<file path="src/rtl/merlin_pfu_mo_if.sv">
// Bundle for the merlin prefetch unit: instruction bus request/response
// channel, decoder-side head-entry view and execute-stage vector/privilege
// inputs. The master side is the prefetch unit itself.
`ifndef RV_XLEN
`define RV_XLEN 32
`endif
`ifndef RV_SOFID_SZ
`define RV_SOFID_SZ 2
`endif
`ifndef RV_SOFID_RUN
`define RV_SOFID_RUN 2'b00
`endif
`ifndef RV_SOFID_JUMP
`define RV_SOFID_JUMP 2'b01
`endif

interface merlin_pfu_mo_if;
    // instruction bus request channel
    logic                    ireqready_i;
    logic                    ireqvalid_o;
    logic [1:0]              ireqhpl_o;
    logic [`RV_XLEN-1:0]     ireqaddr_o;
    // instruction bus response channel
    logic                    irspready_o;
    logic                    irspvalid_i;
    logic                    irsprerr_i;
    logic [`RV_XLEN-1:0]     irspdata_i;
    // decoder side
    logic                    ids_dav_o;
    logic                    ids_ack_i;
    logic [`RV_SOFID_SZ-1:0] ids_sofid_o;
    logic [31:0]             ids_ins_o;
    logic                    ids_ferr_o;
    logic [`RV_XLEN-1:0]     ids_pc_o;
    // execute stage side
    logic                    exs_pc_wr_i;
    logic [`RV_XLEN-1:0]     exs_pc_din_i;
    logic [1:0]              exs_hpl_i;

    modport master (
        input  ireqready_i,
        output ireqvalid_o,
        output ireqhpl_o,
        output ireqaddr_o,
        output irspready_o,
        input  irspvalid_i,
        input  irsprerr_i,
        input  irspdata_i,
        output ids_dav_o,
        input  ids_ack_i,
        output ids_sofid_o,
        output ids_ins_o,
        output ids_ferr_o,
        output ids_pc_o,
        input  exs_pc_wr_i,
        input  exs_pc_din_i,
        input  exs_hpl_i
    );

    modport slave (
        output ireqready_i,
        input  ireqvalid_o,
        input  ireqhpl_o,
        input  ireqaddr_o,
        input  irspready_o,
        output irspvalid_i,
        output irsprerr_i,
        output irspdata_i,
        input  ids_dav_o,
        output ids_ack_i,
        input  ids_sofid_o,
        input  ids_ins_o,
        input  ids_ferr_o,
        input  ids_pc_o,
        output exs_pc_wr_i,
        output exs_pc_din_i,
        output exs_hpl_i
    );
endinterface

</file>
<file path="src/rtl/merlin_pfu_mo.sv">
// Merlin prefetch unit. Issues word-aligned instruction fetches, tracks the
// addresses of in-flight requests in an in-order queue and collects the
// responses into an instruction buffer read by the decoder. A vector request
// from the execute stage redirects fetching, flushes the buffer and marks
// every still-outstanding response as stale so it is discarded on return.
// Credits are counted so that every non-stale response is guaranteed a
// buffer slot: the response channel can therefore always be accepted.
`ifndef RV_XLEN
`define RV_XLEN 32
`endif
`ifndef RV_SOFID_SZ
`define RV_SOFID_SZ 2
`endif
`ifndef RV_SOFID_RUN
`define RV_SOFID_RUN 2'b00
`endif
`ifndef RV_SOFID_JUMP
`define RV_SOFID_JUMP 2'b01
`endif

module merlin_pfu_mo #(
    parameter int unsigned         C_FIFO_DEPTH_X = 2,
    parameter int unsigned         C_OSD_X        = 2,
    parameter logic [`RV_XLEN-1:0] C_RESET_VECTOR = '0
) (
    input  logic            clk_i,
    input  logic            reset_i,
    merlin_pfu_mo_if.master bus
);

    localparam int unsigned FIFO_N = 2 ** C_FIFO_DEPTH_X;
    localparam int unsigned OSD_N  = 2 ** C_OSD_X;
    // wide enough to hold fifo_count + live_q without wrapping
    localparam int unsigned SUM_W  =
        ((C_FIFO_DEPTH_X > C_OSD_X) ? C_FIFO_DEPTH_X : C_OSD_X) + 2;

    typedef logic [`RV_XLEN-1:0]     addr_t;
    typedef logic [C_OSD_X:0]        ocnt_t;
    typedef logic [C_FIFO_DEPTH_X:0] fcnt_t;
    typedef logic [SUM_W-1:0]        sum_t;

    localparam ocnt_t OSD_LIM  = ocnt_t'(OSD_N);
    localparam sum_t  FIFO_LIM = sum_t'(FIFO_N);

    // up/down counter step; holds when both or neither strobe is set
    function automatic ocnt_t ocnt_step(input ocnt_t c, input logic up, input logic dn);
        ocnt_t r;
        r = c;
        if (up && !dn) begin
            r = c + 1'b1;
        end else if (dn && !up) begin
            r = c - 1'b1;
        end
        return r;
    endfunction

    function automatic fcnt_t fcnt_step(input fcnt_t c, input logic up, input logic dn);
        fcnt_t r;
        r = c;
        if (up && !dn) begin
            r = c + 1'b1;
        end else if (dn && !up) begin
            r = c - 1'b1;
        end
        return r;
    endfunction

    // control state
    addr_t                     pc_q;
    ocnt_t                     osd_q;
    ocnt_t                     live_q;
    ocnt_t                     drop_q;
    fcnt_t                     fifo_cnt_q;
    logic [C_OSD_X-1:0]        aq_wr_q;
    logic [C_OSD_X-1:0]        aq_rd_q;
    logic [C_FIFO_DEPTH_X-1:0] fb_wr_q;
    logic [C_FIFO_DEPTH_X-1:0] fb_rd_q;
    logic                      jump_pend_q;

    // storage (data only, never reset)
    addr_t                     aq_mem   [OSD_N];
    logic [31:0]               fb_ins   [FIFO_N];
    addr_t                     fb_pc    [FIFO_N];
    logic                      fb_ferr  [FIFO_N];
    logic [`RV_SOFID_SZ-1:0]   fb_sofid [FIFO_N];

    // per-cycle strobes
    logic  vec;
    logic  rsp_vld_p0;
    logic  osd_ok;
    logic  credit_ok;
    sum_t  credit_sum;
    logic  req_vld;
    logic  req;
    logic  buf_wr;
    logic  buf_rd;
    addr_t req_addr;
    addr_t rsp_addr_p0;

    // ---- request / response decode (stage p0: current bus cycle) ----

    // Request is gated by the vector strobe, the outstanding limit and the
    // buffer credit; a response is buffered only if it is not stale.
    always_comb begin
        vec         = bus.exs_pc_wr_i;
        rsp_vld_p0  = bus.irspvalid_i;
        osd_ok      = (osd_q < OSD_LIM);
        credit_sum  = sum_t'(fifo_cnt_q) + sum_t'(live_q);
        credit_ok   = (credit_sum < FIFO_LIM);
        req_vld     = ~vec & osd_ok & credit_ok;
        req         = req_vld & bus.ireqready_i;
        buf_wr      = rsp_vld_p0 & ~vec & (drop_q == '0);
        buf_rd      = bus.ids_ack_i & ~vec & (fifo_cnt_q != '0);
        req_addr    = {pc_q[`RV_XLEN-1:2], 2'b00};
        rsp_addr_p0 = aq_mem[aq_rd_q];
    end

    assign bus.ireqvalid_o = req_vld;
    assign bus.ireqaddr_o  = req_addr;
    assign bus.ireqhpl_o   = bus.exs_hpl_i;
    assign bus.irspready_o = 1'b1;

    // ---- buffered entry (stage p1: one cycle after the response) ----

    assign bus.ids_dav_o   = (fifo_cnt_q != '0);
    assign bus.ids_sofid_o = fb_sofid[fb_rd_q];
    assign bus.ids_ins_o   = fb_ins[fb_rd_q];
    assign bus.ids_ferr_o  = fb_ferr[fb_rd_q];
    assign bus.ids_pc_o    = fb_pc[fb_rd_q];

    // Fetch pointer, outstanding count and address-queue pointers.
    always_ff @(posedge clk_i or posedge reset_i) begin
        if (reset_i) begin
            pc_q    <= C_RESET_VECTOR;
            osd_q   <= '0;
            aq_wr_q <= '0;
            aq_rd_q <= '0;
        end else begin
            if (vec) begin
                pc_q <= bus.exs_pc_din_i;
            end else if (req) begin
                pc_q <= pc_q + `RV_XLEN'(4);
            end
            osd_q <= ocnt_step(osd_q, req, rsp_vld_p0);
            if (req) begin
                aq_wr_q <= aq_wr_q + 1'b1;
            end
            if (rsp_vld_p0) begin
                aq_rd_q <= aq_rd_q + 1'b1;
            end
        end
    end

    // Stale-response bookkeeping and start-of-flow tagging across vectors.
    always_ff @(posedge clk_i or posedge reset_i) begin
        if (reset_i) begin
            live_q      <= '0;
            drop_q      <= '0;
            jump_pend_q <= 1'b1;
        end else if (vec) begin
            // a response arriving with the vector is discarded right here,
            // so it is not left behind in the drop count
            drop_q      <= osd_q - ocnt_t'(rsp_vld_p0);
            live_q      <= '0;
            jump_pend_q <= 1'b1;
        end else begin
            if (rsp_vld_p0 && (drop_q != '0)) begin
                drop_q <= drop_q - 1'b1;
            end
            live_q <= ocnt_step(live_q, req, buf_wr);
            if (buf_wr) begin
                jump_pend_q <= 1'b0;
            end
        end
    end

    // Instruction buffer occupancy and pointers; a vector empties it.
    always_ff @(posedge clk_i or posedge reset_i) begin
        if (reset_i) begin
            fifo_cnt_q <= '0;
            fb_wr_q    <= '0;
            fb_rd_q    <= '0;
        end else if (vec) begin
            fifo_cnt_q <= '0;
            fb_rd_q    <= fb_wr_q;
        end else begin
            fifo_cnt_q <= fcnt_step(fifo_cnt_q, buf_wr, buf_rd);
            if (buf_wr) begin
                fb_wr_q <= fb_wr_q + 1'b1;
            end
            if (buf_rd) begin
                fb_rd_q <= fb_rd_q + 1'b1;
            end
        end
    end

    // Remember the address of each issued request for its response.
    always_ff @(posedge clk_i) begin
        if (req) begin
            aq_mem[aq_wr_q] <= req_addr;
        end
    end

    // Capture a non-stale response into the instruction buffer.
    always_ff @(posedge clk_i) begin
        if (buf_wr) begin
            fb_ins[fb_wr_q]   <= bus.irspdata_i[31:0];
            fb_pc[fb_wr_q]    <= rsp_addr_p0;
            fb_ferr[fb_wr_q]  <= bus.irsprerr_i;
            fb_sofid[fb_wr_q] <= jump_pend_q ? `RV_SOFID_JUMP : `RV_SOFID_RUN;
        end
    end

endmodule

</file>
<file path="src/flat_wrapper.sv">
// flat-port wrapper written by rule: the top's interface ports become plain ports
module merlin_pfu_mo_flat 
#(
    parameter int unsigned         C_FIFO_DEPTH_X = 2,
    parameter int unsigned         C_OSD_X        = 2,
    parameter logic [`RV_XLEN-1:0] C_RESET_VECTOR = '0
)
  (clk_i, reset_i, bus_ireqready_i, bus_ireqvalid_o, bus_ireqhpl_o, bus_ireqaddr_o, bus_irspready_o, bus_irspvalid_i, bus_irsprerr_i, bus_irspdata_i, bus_ids_dav_o, bus_ids_ack_i, bus_ids_sofid_o, bus_ids_ins_o, bus_ids_ferr_o, bus_ids_pc_o, bus_exs_pc_wr_i, bus_exs_pc_din_i, bus_exs_hpl_i);
  merlin_pfu_mo_if bus_i ();
  input  logic clk_i;
  input  logic reset_i;
  input wire logic [$bits(bus_i.ireqready_i)-1:0] bus_ireqready_i;
  output wire logic [$bits(bus_i.ireqvalid_o)-1:0] bus_ireqvalid_o;
  output wire logic [$bits(bus_i.ireqhpl_o)-1:0] bus_ireqhpl_o;
  output wire logic [$bits(bus_i.ireqaddr_o)-1:0] bus_ireqaddr_o;
  output wire logic [$bits(bus_i.irspready_o)-1:0] bus_irspready_o;
  input wire logic [$bits(bus_i.irspvalid_i)-1:0] bus_irspvalid_i;
  input wire logic [$bits(bus_i.irsprerr_i)-1:0] bus_irsprerr_i;
  input wire logic [$bits(bus_i.irspdata_i)-1:0] bus_irspdata_i;
  output wire logic [$bits(bus_i.ids_dav_o)-1:0] bus_ids_dav_o;
  input wire logic [$bits(bus_i.ids_ack_i)-1:0] bus_ids_ack_i;
  output wire logic [$bits(bus_i.ids_sofid_o)-1:0] bus_ids_sofid_o;
  output wire logic [$bits(bus_i.ids_ins_o)-1:0] bus_ids_ins_o;
  output wire logic [$bits(bus_i.ids_ferr_o)-1:0] bus_ids_ferr_o;
  output wire logic [$bits(bus_i.ids_pc_o)-1:0] bus_ids_pc_o;
  input wire logic [$bits(bus_i.exs_pc_wr_i)-1:0] bus_exs_pc_wr_i;
  input wire logic [$bits(bus_i.exs_pc_din_i)-1:0] bus_exs_pc_din_i;
  input wire logic [$bits(bus_i.exs_hpl_i)-1:0] bus_exs_hpl_i;
  assign bus_i.ireqready_i = bus_ireqready_i;
  assign bus_ireqvalid_o = bus_i.ireqvalid_o;
  assign bus_ireqhpl_o = bus_i.ireqhpl_o;
  assign bus_ireqaddr_o = bus_i.ireqaddr_o;
  assign bus_irspready_o = bus_i.irspready_o;
  assign bus_i.irspvalid_i = bus_irspvalid_i;
  assign bus_i.irsprerr_i = bus_irsprerr_i;
  assign bus_i.irspdata_i = bus_irspdata_i;
  assign bus_ids_dav_o = bus_i.ids_dav_o;
  assign bus_i.ids_ack_i = bus_ids_ack_i;
  assign bus_ids_sofid_o = bus_i.ids_sofid_o;
  assign bus_ids_ins_o = bus_i.ids_ins_o;
  assign bus_ids_ferr_o = bus_i.ids_ferr_o;
  assign bus_ids_pc_o = bus_i.ids_pc_o;
  assign bus_i.exs_pc_wr_i = bus_exs_pc_wr_i;
  assign bus_i.exs_pc_din_i = bus_exs_pc_din_i;
  assign bus_i.exs_hpl_i = bus_exs_hpl_i;
  merlin_pfu_mo #(.C_FIFO_DEPTH_X(C_FIFO_DEPTH_X), .C_OSD_X(C_OSD_X), .C_RESET_VECTOR(C_RESET_VECTOR)) u_core (.clk_i(clk_i), .reset_i(reset_i), .bus(bus_i));
endmodule
</file>
<file path="config.mk">
export PLATFORM = sky130hd
export DESIGN_NAME = merlin_pfu_mo_flat
export DESIGN_NICKNAME = d
export VERILOG_FILES = /design/src/rtl/merlin_pfu_mo_if.sv /design/src/rtl/merlin_pfu_mo.sv /design/src/flat_wrapper.sv
export SDC_FILE = /design/constraint.sdc
export NUM_CORES = 1
export LEC_CHECK = 0
export ABC_AREA = 1
export CAP_MARGIN = 20
export CORE_MARGIN = 3
export CORE_UTILIZATION = 52
export DETAILED_ROUTE_END_ITERATION = 6
export GPL_TIMING_DRIVEN = 0
export PLACE_DENSITY = 0.84
export SLEW_MARGIN = 20
export SYNTH_ARGS = -nofsm -noshare
export SYNTH_HDL_FRONTEND = slang
export SYNTH_SLANG_ARGS = --single-unit
export TNS_END_PERCENT = 20
</file>
<file path="constraint.sdc">
create_clock -name clk_i -period 7.7 [get_ports clk_i]
set_input_delay 1.54 -clock clk_i [delete_from_list [all_inputs] [get_ports clk_i]]
set_output_delay 1.54 -clock clk_i [all_outputs]
set_load 0.05 [all_outputs]
</file>
==> results of run 1 <==
[cells by family (layout without fill, tap and decap cells)]
family,Yosys count,after routing,synth area share
compound gates,329,329,0.102
other cells,2,6,0.000428
simple gates,493,493,0.117
fa+ha+maj,19,19,0.0148
buf+inv,163,420,0.0394
flops,427,427,0.717
xor+xnor,20,20,0.00999
[final timing paths]
check | from | to | slack, ps
worst max-delay path | u_core.fb_rd_q[1] | bus_ids_pc_o[24] | 2720
worst min-delay path | u_core.osd_q[2] | u_core.osd_q[2] | 550
worst max register to register | u_core.fifo_cnt_q[2] | u_core.osd_q[2] | 4950
worst min register to register | u_core.osd_q[2] | u_core.osd_q[2] | 550
max in group asynchronous | reset_i | u_core.aq_wr_q[1] | 5780
min in group asynchronous | reset_i | u_core.osd_q[0] | 1460
[worst register-to-register path, delay by kind of cell, from the launching register on]
family | cells | cell delay (ps)
xor+xnor | 1 | 130
fa+ha+maj | 3 | 900
simple gates | 4 | 460
buf+inv | 3 | 470
compound gates | 2 | 250
flops | 1 | 420
[power breakdown]
group / switching [W] / total [W] / leakage, nW / internal, W
sequential: 0.000183 / 0.00307 / 4.01 / 0.00289
clock: 0.000821 / 0.00197 / 0.636 / 0.00115
combinational: 0.00246 / 0.00346 / 2.91 / 0.00101
[sequential cells by signal (all words and copies together) (netlist names)]
register,count
u_core.aq_mem,120
u_core.aq_rd_q,2
u_core.aq_wr_q,2
u_core.drop_q,3
u_core.fb_ferr,4
u_core.fb_ins,128
u_core.fb_pc,120
u_core.fb_rd_q,2
u_core.fb_sofid,4
u_core.fb_wr_q,2
u_core.fifo_cnt_q,3
u_core.jump_pend_q,1
u_core.live_q,3
u_core.osd_q,3
u_core.pc_q,30
[per-stage QoR]
step           utilization  cells
3_3_place_gp         0.601   2064
3_5_place_dp         0.615   2080
4_1_cts              0.655   2156
2_1_floorplan            -   1457
6_report             0.655   2156
5_1_grt              0.655   2156
[per-layer routing]
metal  GRT usage  routed length [µm]
met5           0                   0
met4      0.0833                1300
met3      0.0365                4180
met2       0.410               21800
met1       0.315               16400
[cell type report]
type,count,share of cell area
clock buffers,60,0.0539
plain buffers,81,0.0177
well taps,442,0.0257
flip-flops and latches,427,0.584
inverters,82,0.0145
multi-input cells,867,0.202
clock inverters,16,0.00709
repair buffers,181,0.0955
[layout by cell type, fill, tap and decap left out, types with 2 or more instances in the layout]
master	instances
xor2_1	11
clkinv_1	7
o21ai_1	7
o22ai_1	95
nand4_1	5
clkinv_2	5
clkbuf_1	65
a21oi_1	3
nor3_2	2
nand3_4	2
clkbuf_16	43
clkbuf_8	2
nor2_4	12
clkdlybuf4s50_1	165
edfxtp_1	376
o211ai_1	9
nor2_1	237
nand2_2	7
buf_4	12
nand3_2	2
bufinv_16	3
buf_16	12
buf_6	2
nor2_2	2
buf_12	3
o21ai_0	214
ha_1	16
buf_2	14
fa_1	3
nand3_1	46
inv_2	3
dfrtp_1	50
nand2_1	176
inv_1	77
xnor2_1	9
conb_1	6
buf_1	3
==> results_dict.tcl, run 1 <==
set metrics [dict create \
    die_area_um2 36000 \
    synth_area_um2 17500 \
    drcViolationCount 0 \
    die_w_um 190 \
    fin_crit_sh 0.646 \
    dr.pass1.iters 5 \
    slowest_delay_ps 870 \
    io_buffer_count 165 \
    synth_most_common_cell "edfxtp_1" \
    dp_hpwl_um 29000 \
    cpMaxStageDelayCell "clkdlybuf4s50_1" \
    rsz0062_at_grt "no" \
    ys_dominant_reg_cell "edfxtp_1" \
    cp_top_family "buffers and inverters" \
    vias_per_cell 5.73 \
    clock_skew_ps 18.1 \
    cts_hold_buf 0 \
    netlist.area_leader.share 0.644 \
    dpl_worst_slack_ps 3330 \
    htree_num_levels 2 \
    period_minus_slack_ps 4980 \
    ys_warn_count 0 \
    ant_nets 0 \
    maxCapViolCount 0 \
    num_vias 12400 \
    std_cell_rows 66 \
    fin_area_um2 21500 \
    multi_input_comb_area_um2 4350 \
    top_level_ports 177 \
    drt-wirelength-per-cell_um 20.2 \
    cp.depth 6 \
    outcome "finished, final reports clean" \
    avgSynthCellArea_um2 12.1 \
    cts-buffers-inserted 41 \
    whs_ps 545 \
    dr.first_iter.drc_count 1265 \
    syn_inst 1453 \
    fin_setup_tns_ps 0 \
    insertion_delay_ps 530 \
    diodes 0 \
    core_region_area_um2 32900 \
    ctsLongestPathBuffers 3 \
    slew_headroom 0.486 \
    nNetsFinal 1773 \
    seqCellArea_um2 12600 \
    min_path_type "reg -> reg" \
    ys_top_cells_by_area "edfxtp_1, dfrtp_1, o21ai_0" \
    ys_types 34 \
    hold_viol 0 \
    crit_path_end_kind "output pin" \
    synthArstFlopShare 0.119 \
    finalPower_w 0.00851 \
    cpMostUsedCell "clkbuf_1" \
    cp_cell_sequence "inv_1, clkbuf_1, clkbuf_1, o21ai_0, o22ai_1, clkdlybuf4s50_1" \
    drv_slew 0 \
    leakagePower_nw 7.55 \
    drive_gt1_frac 0.0776 \
    cts_tree "yes" \
    grt.total_usage 0.239 \
    grt_overflow 0 \
    yosys.area.top_type "edfxtp_1" \
    synthTopCellsByCount "edfxtp_1, nor2_1, o21ai_0" \
    die_y_um 190 \
    worstMarginPinSlew_ps 771 \
    cts_root_buffer "clkbuf_16" \
    cts_resized 0 \
    worstHoldPathCells 1 \
    fill_cells 2281 \
    grt_pass1_vias 12400 \
    worstPathRequired_ps 6160 \
    place_congestion 0.945 \
    ys_ff_latch 427 \
    power.density_nw_per_um2 395 \
    post-cts-setup-buffers 0 \
    crit_buf_inv 4 \
    worstPathArrival_ps 3440 \
    ir_drop_mv 0.204 \
    ys_seq_area_frac 0.717 \
    place_area_um2 20200 \
    setup_viol 0 \
    grt_first_pass_wirelength_um 67300 \
    grt_max_degree 52 \
    rr_worst_depth 13 \
    crit_fanout 10 \
    critPathLaunchType "flop" \
    cts_sinks 427 \
    max_freq_ghz 0.201 \
    worst_slack_ps 2720 \
    path_clk_slew_ps 60 \
    synthToLayoutAreaGrowth_pct 22.8 \
    antenna_found_initial 0 \
    worstSetupPathType "reg -> out" \
    wl_um 43600 \
    start_util 0.534 \
    synth_edf_count 376 \
]
No activity file was read; power rests on OpenSTA's default activity.
==> run 2, diff against run 1 <==
- CORE_UTILIZATION: 52 -> 51
- PLACE_DENSITY: 0.84 -> 0.86
- clock period: 7.7 -> 4.5 ns (I/O delays scaled with it)
==> results_dict.tcl, run 2 (synthesis gave the netlist of run 1 again) <==
set metrics [dict create \
    outcome "finished, final reports clean" \
    power.density_nw_per_um2 682 \
    combPwrFrac 0.408 \
    post-cts-setup-buffers 0 \
    min_path_type "reg -> reg" \
    dp.cells 2085 \
    die_y_um 191 \
    place_area_um2 20200 \
    grt.total_usage 0.235 \
    power.share.sequential 0.358 \
    start_util 0.520 \
    rsz0062_at_grt "no" \
    drcViolationCount 0 \
    multi_input_comb_area_um2 4350 \
    p_int_w 0.00869 \
    worstPathRequired_ps 3600 \
    crit_fanout 10 \
    whs_ps 531 \
    grt_first_pass_wirelength_um 66600 \
    switchingPower_w 0.00598 \
    crit_path_end_kind "output pin" \
    cpMostUsedCell "clkbuf_1" \
    holdPathEnd "u_core.osd_q[0]" \
    cpMaxStageDelayCell "clkdlybuf4s50_1" \
    layout_common_cells "edfxtp_1, nor2_1, o21ai_0, nand2_1, clkdlybuf4s50_1" \
    ant_nets 0 \
    vias_per_cell 5.83 \
    worst-r2r-setup-slack_ps 1700 \
    grt_max_degree 30 \
    worstHoldPathCells 1 \
    insertion_delay_ps 530 \
    die_area_um2 36600 \
    p_sw_frac 0.408 \
    dp_hpwl_um 29000 \
    std_cell_rows 67 \
    r2r-end "u_core.fb_pc[2][6]" \
    slowest_delay_ps 900 \
    cts_root_buffer "clkbuf_16" \
    cts-buffers-inserted 41 \
    top_level_ports 177 \
    fill_cells 2353 \
    core_region_area_um2 33700 \
    drive_gt1_frac 0.0777 \
    place_congestion 0.961 \
    worstSetupPathType "reg -> out" \
    stdcell_count 2160 \
    period_minus_slack_ps 4340 \
    clock_skew_ps 16.7 \
    die_w_um 191 \
    setup_viol 0 \
    ir_drop_mv 0.415 \
    fin_crit_sh 0.965 \
    drt-wirelength-per-cell_um 20.4 \
    fin_area_um2 21500 \
    dr.first_iter.drc_count 1234 \
    cts_sinks 427 \
    layout_commonest_cell "edfxtp_1" \
    grt_overflow 0 \
    leakagePower_nw 7.54 \
    final_core_util 0.638 \
    wl_um 44100 \
    slew_headroom 0.506 \
    worstMarginPinSlew_ps 739 \
    grt_pass1_vias 12400 \
    num_vias 12600 \
    clkPwrFrac 0.234 \
    dr.pass1.iters 7 \
    seqCellArea_um2 12600 \
    io_buffer_count 165 \
    rr_worst_depth 8 \
    top_regs "u_core.fb_ins: 128 flops, u_core.aq_mem: 120 flops, u_core.fb_pc: 120 flops" \
    max_freq_ghz 0.230 \
    ctsLongestPathBuffers 3 \
    largest_reg_flops 128 \
    cts_tree "yes" \
    hold_start "u_core.osd_q[0]" \
    regMostFlops "u_core.fb_ins" \
    rr_startpoint "u_core.drop_q[0]" \
    cts_resized 0 \
    nNetsFinal 1772 \
    cp_cell_sequence "inv_1, clkbuf_1, clkbuf_1, o21ai_0, o22ai_1, clkdlybuf4s50_1" \
    path_clk_slew_ps 60 \
    critPathLaunchType "flop" \
    hold_viol 0 \
    cts_hold_buf 0 \
    synthToLayoutAreaGrowth_pct 22.7 \
    diodes 0 \
    worstPathArrival_ps 3440 \
    antenna_found_initial 0 \
    maxCapViolCount 0 \
    drv_slew 0 \
    htree_num_levels 2 \
]
==> run 2: changes by cell type in the layout (fill, tap and decap cells not counted), sizes merged <==
cell    previous run  this run
clkinv            12         9
buf               47        46
bufinv             3         4
clkbuf           110       111
==> run 2: metrics by stage <==
| step | total power, W | setup TNS (ps) | setup slack [ps] |
|---|---|---|---|
| after floorplan | 0.00904 | 0 | 43.3 |
| final | 0.0147 | 0 | 159 |
| after global routing | 0.0152 | 0 | 84.3 |
| after detailed placement | 0.0112 | 0 | 789 |
| after CTS | 0.0146 | 0 | 170 |
| after global placement | 0.0109 | -628720 | -2510 |
==> run 2: layout make-up <==
cell class                 count  area share
buffer                        81      0.0177
clock buffer                  61      0.0541
clock inverter                14     0.00797
inverter                      82      0.0144
multi-input combinational    867       0.202
sequential                   427       0.584
tap                          448      0.0261
timing repair buffer         180      0.0932
==> run 2: worst max path at each step <==
stage	startpoint	endpoint	slack (ps)	cells after the start
final	u_core.fb_rd_q[1]	bus_ids_pc_o[16]	160	6
after CTS	u_core.fb_rd_q[1]	bus_ids_pc_o[21]	170	6
after global placement	bus_irspvalid_i	u_core.fb_ins[0][29]	-2510	3
after global routing	u_core.fb_rd_q[1]	bus_ids_pc_o[19]	80	6
after detailed placement	u_core.fb_rd_q[1]	bus_ids_pc_o[21]	790	6
after floorplan	bus_exs_pc_wr_i	u_core.fb_ferr[0]	40	4
==> run 2: routing by layer <==
metal | up-vias | routed length [µm] | GRT usage
met1 | 6087 | 16500 | 0.306
li1 | 5598 | - | -
met3 | 101 | 4630 | 0.0435
met2 | 809 | 21700 | 0.398
met4 | 0 | 1270 | 0.0804
met5 | - | 0 | 0
==> run 2: worst max-delay path, delay by kind of cell, from the launching register on <==
kind                   cells  cell delay (ps)
buffers and inverters      4             1990
AOI/OAI and AO/OA          2              490
DFF                        1              400
==> run 2: power by group through the flow <==
stage	logic (W)	clock network (W)	registers (W)
final	0.00598	0.00343	0.00526
after CTS	0.00594	0.00344	0.00525
after global placement	0.00559	0	0.00532
after floorplan	0.00360	0	0.00544
after global routing	0.00635	0.00359	0.00529
after detailed placement	0.00588	0	0.00532
==> run 3, diff against run 2 <==
- CORE_UTILIZATION: 51 -> 52
- PLACE_DENSITY: 0.86 -> 0.84
- clock period: 4.5 -> 4.1 ns (I/O delays scaled with it)
==> results_dict.tcl, run 3 (synthesis gave the netlist of run 1 again) <==
set metrics [dict create \
    std_cell_rows 66 \
    cp_top_family "buffers and inverters" \
    drt-wirelength-per-cell_um 20.3 \
    drv_slew 0 \
    insertion_delay_ps 530 \
    slowest_delay_ps 830 \
    crit_buf_inv 5 \
    die_area_um2 36000 \
    cts-buffers-inserted 41 \
    cp_cell_sequence "buf_2, inv_1, buf_4, clkbuf_1, o21ai_0, o22ai_1, clkdlybuf4s50_1" \
    cts_root_buffer "clkbuf_16" \
    max_freq_ghz 0.249 \
    setup_viol 0 \
    crit_path_end_kind "output pin" \
    core_region_area_um2 32900 \
    period_minus_slack_ps 4020 \
    vias_per_cell 5.77 \
    slew_headroom 0.544 \
    ant_nets 0 \
    grt_pass1_vias 12400 \
    place_congestion 0.945 \
    maxCapViolCount 0 \
    final_core_util 0.657 \
    worstPathRequired_ps 3280 \
    fin_setup_tns_ps 0 \
    regMostFlops "u_core.fb_ins" \
    outcome "finished, final reports clean" \
    layout_common_cells "edfxtp_1, nor2_1, o21ai_0, nand2_1, clkdlybuf4s50_1" \
    diodes 0 \
    hold_viol 0 \
    synthToLayoutAreaGrowth_pct 23.1 \
    cts_hold_buf 0 \
    ir_drop_mv 0.392 \
    layout_commonest_cell "edfxtp_1" \
    die_y_um 190 \
    dr.first_iter.drc_count 1228 \
    grt.total_usage 0.239 \
    power.density_nw_per_um2 740 \
    antenna_found_initial 0 \
    drive_gt1_frac 0.0782 \
    dr.pass1.iters 5 \
    grt_max_degree 52 \
    worstMarginPinSlew_ps 683 \
    nNetsFinal 1772 \
    min_path_type "reg -> reg" \
    worstSetupPathType "reg -> out" \
    dp_hpwl_um 29000 \
    num_vias 12400 \
    io_buffer_count 165 \
    grt_first_pass_wirelength_um 67200 \
    htree_num_levels 2 \
    wl_um 43800 \
    top_regs "u_core.fb_ins: 128 flops, u_core.aq_mem: 120 flops, u_core.fb_pc: 120 flops" \
    start_util 0.534 \
    ctsLongestPathBuffers 3 \
    crit_fanout 10 \
    largest_reg_flops 128 \
    post-cts-setup-buffers 0 \
    cpMaxStageDelayCell "clkdlybuf4s50_1" \
    cts_tree "yes" \
    grt_overflow 0 \
    fin_crit_sh 0.981 \
    path_clk_slew_ps 60 \
    die_w_um 190 \
    cts_sinks 427 \
    worstPathArrival_ps 3200 \
    critPathLaunchType "flop" \
    top_level_ports 177 \
    clock_skew_ps 17.5 \
    drcViolationCount 0 \
    leakagePower_nw 7.74 \
]
-- run 3: cell count changes in the layout (fill, tap and decap cells not counted), sizes merged --
| cell | before | now |
|---|---|---|
| buf | 46 | 47 |
| bufinv | 4 | 3 |
| clkbuf | 111 | 109 |
| clkdlybuf4s50 | 165 | 145 |
| clkinv | 9 | 12 |
| dlygate4sd2 | 0 | 1 |
| dlymetal6s2s | 0 | 19 |
-- run 3: final cells by class --
cell class                      count  area (µm²)
Buffer                             80         379
Clock buffer                       60        1160
Clock inverter                     16         153
Fill cell                        2281       11300
Inverter                           82         312
Multi-Input combinational cell    867        4350
Sequential cell                   427       12600
Tap cell                          442         553
Timing Repair Buffer              181        2100
-- run 3: routing by layer --
layer	track usage	up-vias	wire length [µm]
li1	-	5603	-
met1	0.315	5975	16500
met2	0.410	755	21900
met3	0.0367	109	4150
met4	0.0827	0	1350
met5	0	-	0
-- run 3: what timing repair did --
| action | 4_1_cts | 5_1_grt |
|---|---|---|
| resized for setup | 1 | 21 |
| endpoints found under the setup margin | 8 | 21 |
| pin swaps | 0 | 0 |
-- run 3: final timing paths --
| kind | from | end | slack [ps] | depth (start not counted) |
|---|---|---|---|---|
| max reg2reg | u_core.fifo_cnt_q[2] | u_core.osd_q[2] | 1330 | 13 |
| min | u_core.osd_q[2] | u_core.osd_q[2] | 550 | 1 |
| max in group asynchronous | reset_i | u_core.pc_q[6] | 2900 | 2 |
| min reg2reg | u_core.osd_q[2] | u_core.osd_q[2] | 550 | 1 |
| max | u_core.fb_rd_q[0] | bus_ids_ins_o[18] | 80 | 7 |
| min in group asynchronous | reset_i | u_core.osd_q[0] | 740 | 2 |
-- run 3: power by group --
| group | internal [W] | total (W) | switching [W] |
|---|---|---|---|
| logic | 0.00187 | 0.00649 | 0.00461 |
| clock network | 0.00215 | 0.00370 | 0.00155 |
| registers | 0.00543 | 0.00577 | 0.000347 |
-- run 3: through the flow --
stage / std cells / cell area [µm²] / power (W) / worst slack (ps) / hold WS (ps)
final: 2155 / 21600 / 0.0160 / 78.6 / 546
after global routing: 2155 / 21600 / 0.0166 / -21.4 / 578
after CTS: 2155 / 21500 / 0.0160 / 12.0 / 550
after detailed placement: 2080 / 20200 / 0.0123 / 466 / 540
after global placement: 2064 / 19800 / 0.0120 / -2780 / 524
after floorplan: 1457 / 17600 / 0.00992 / -277 / 459
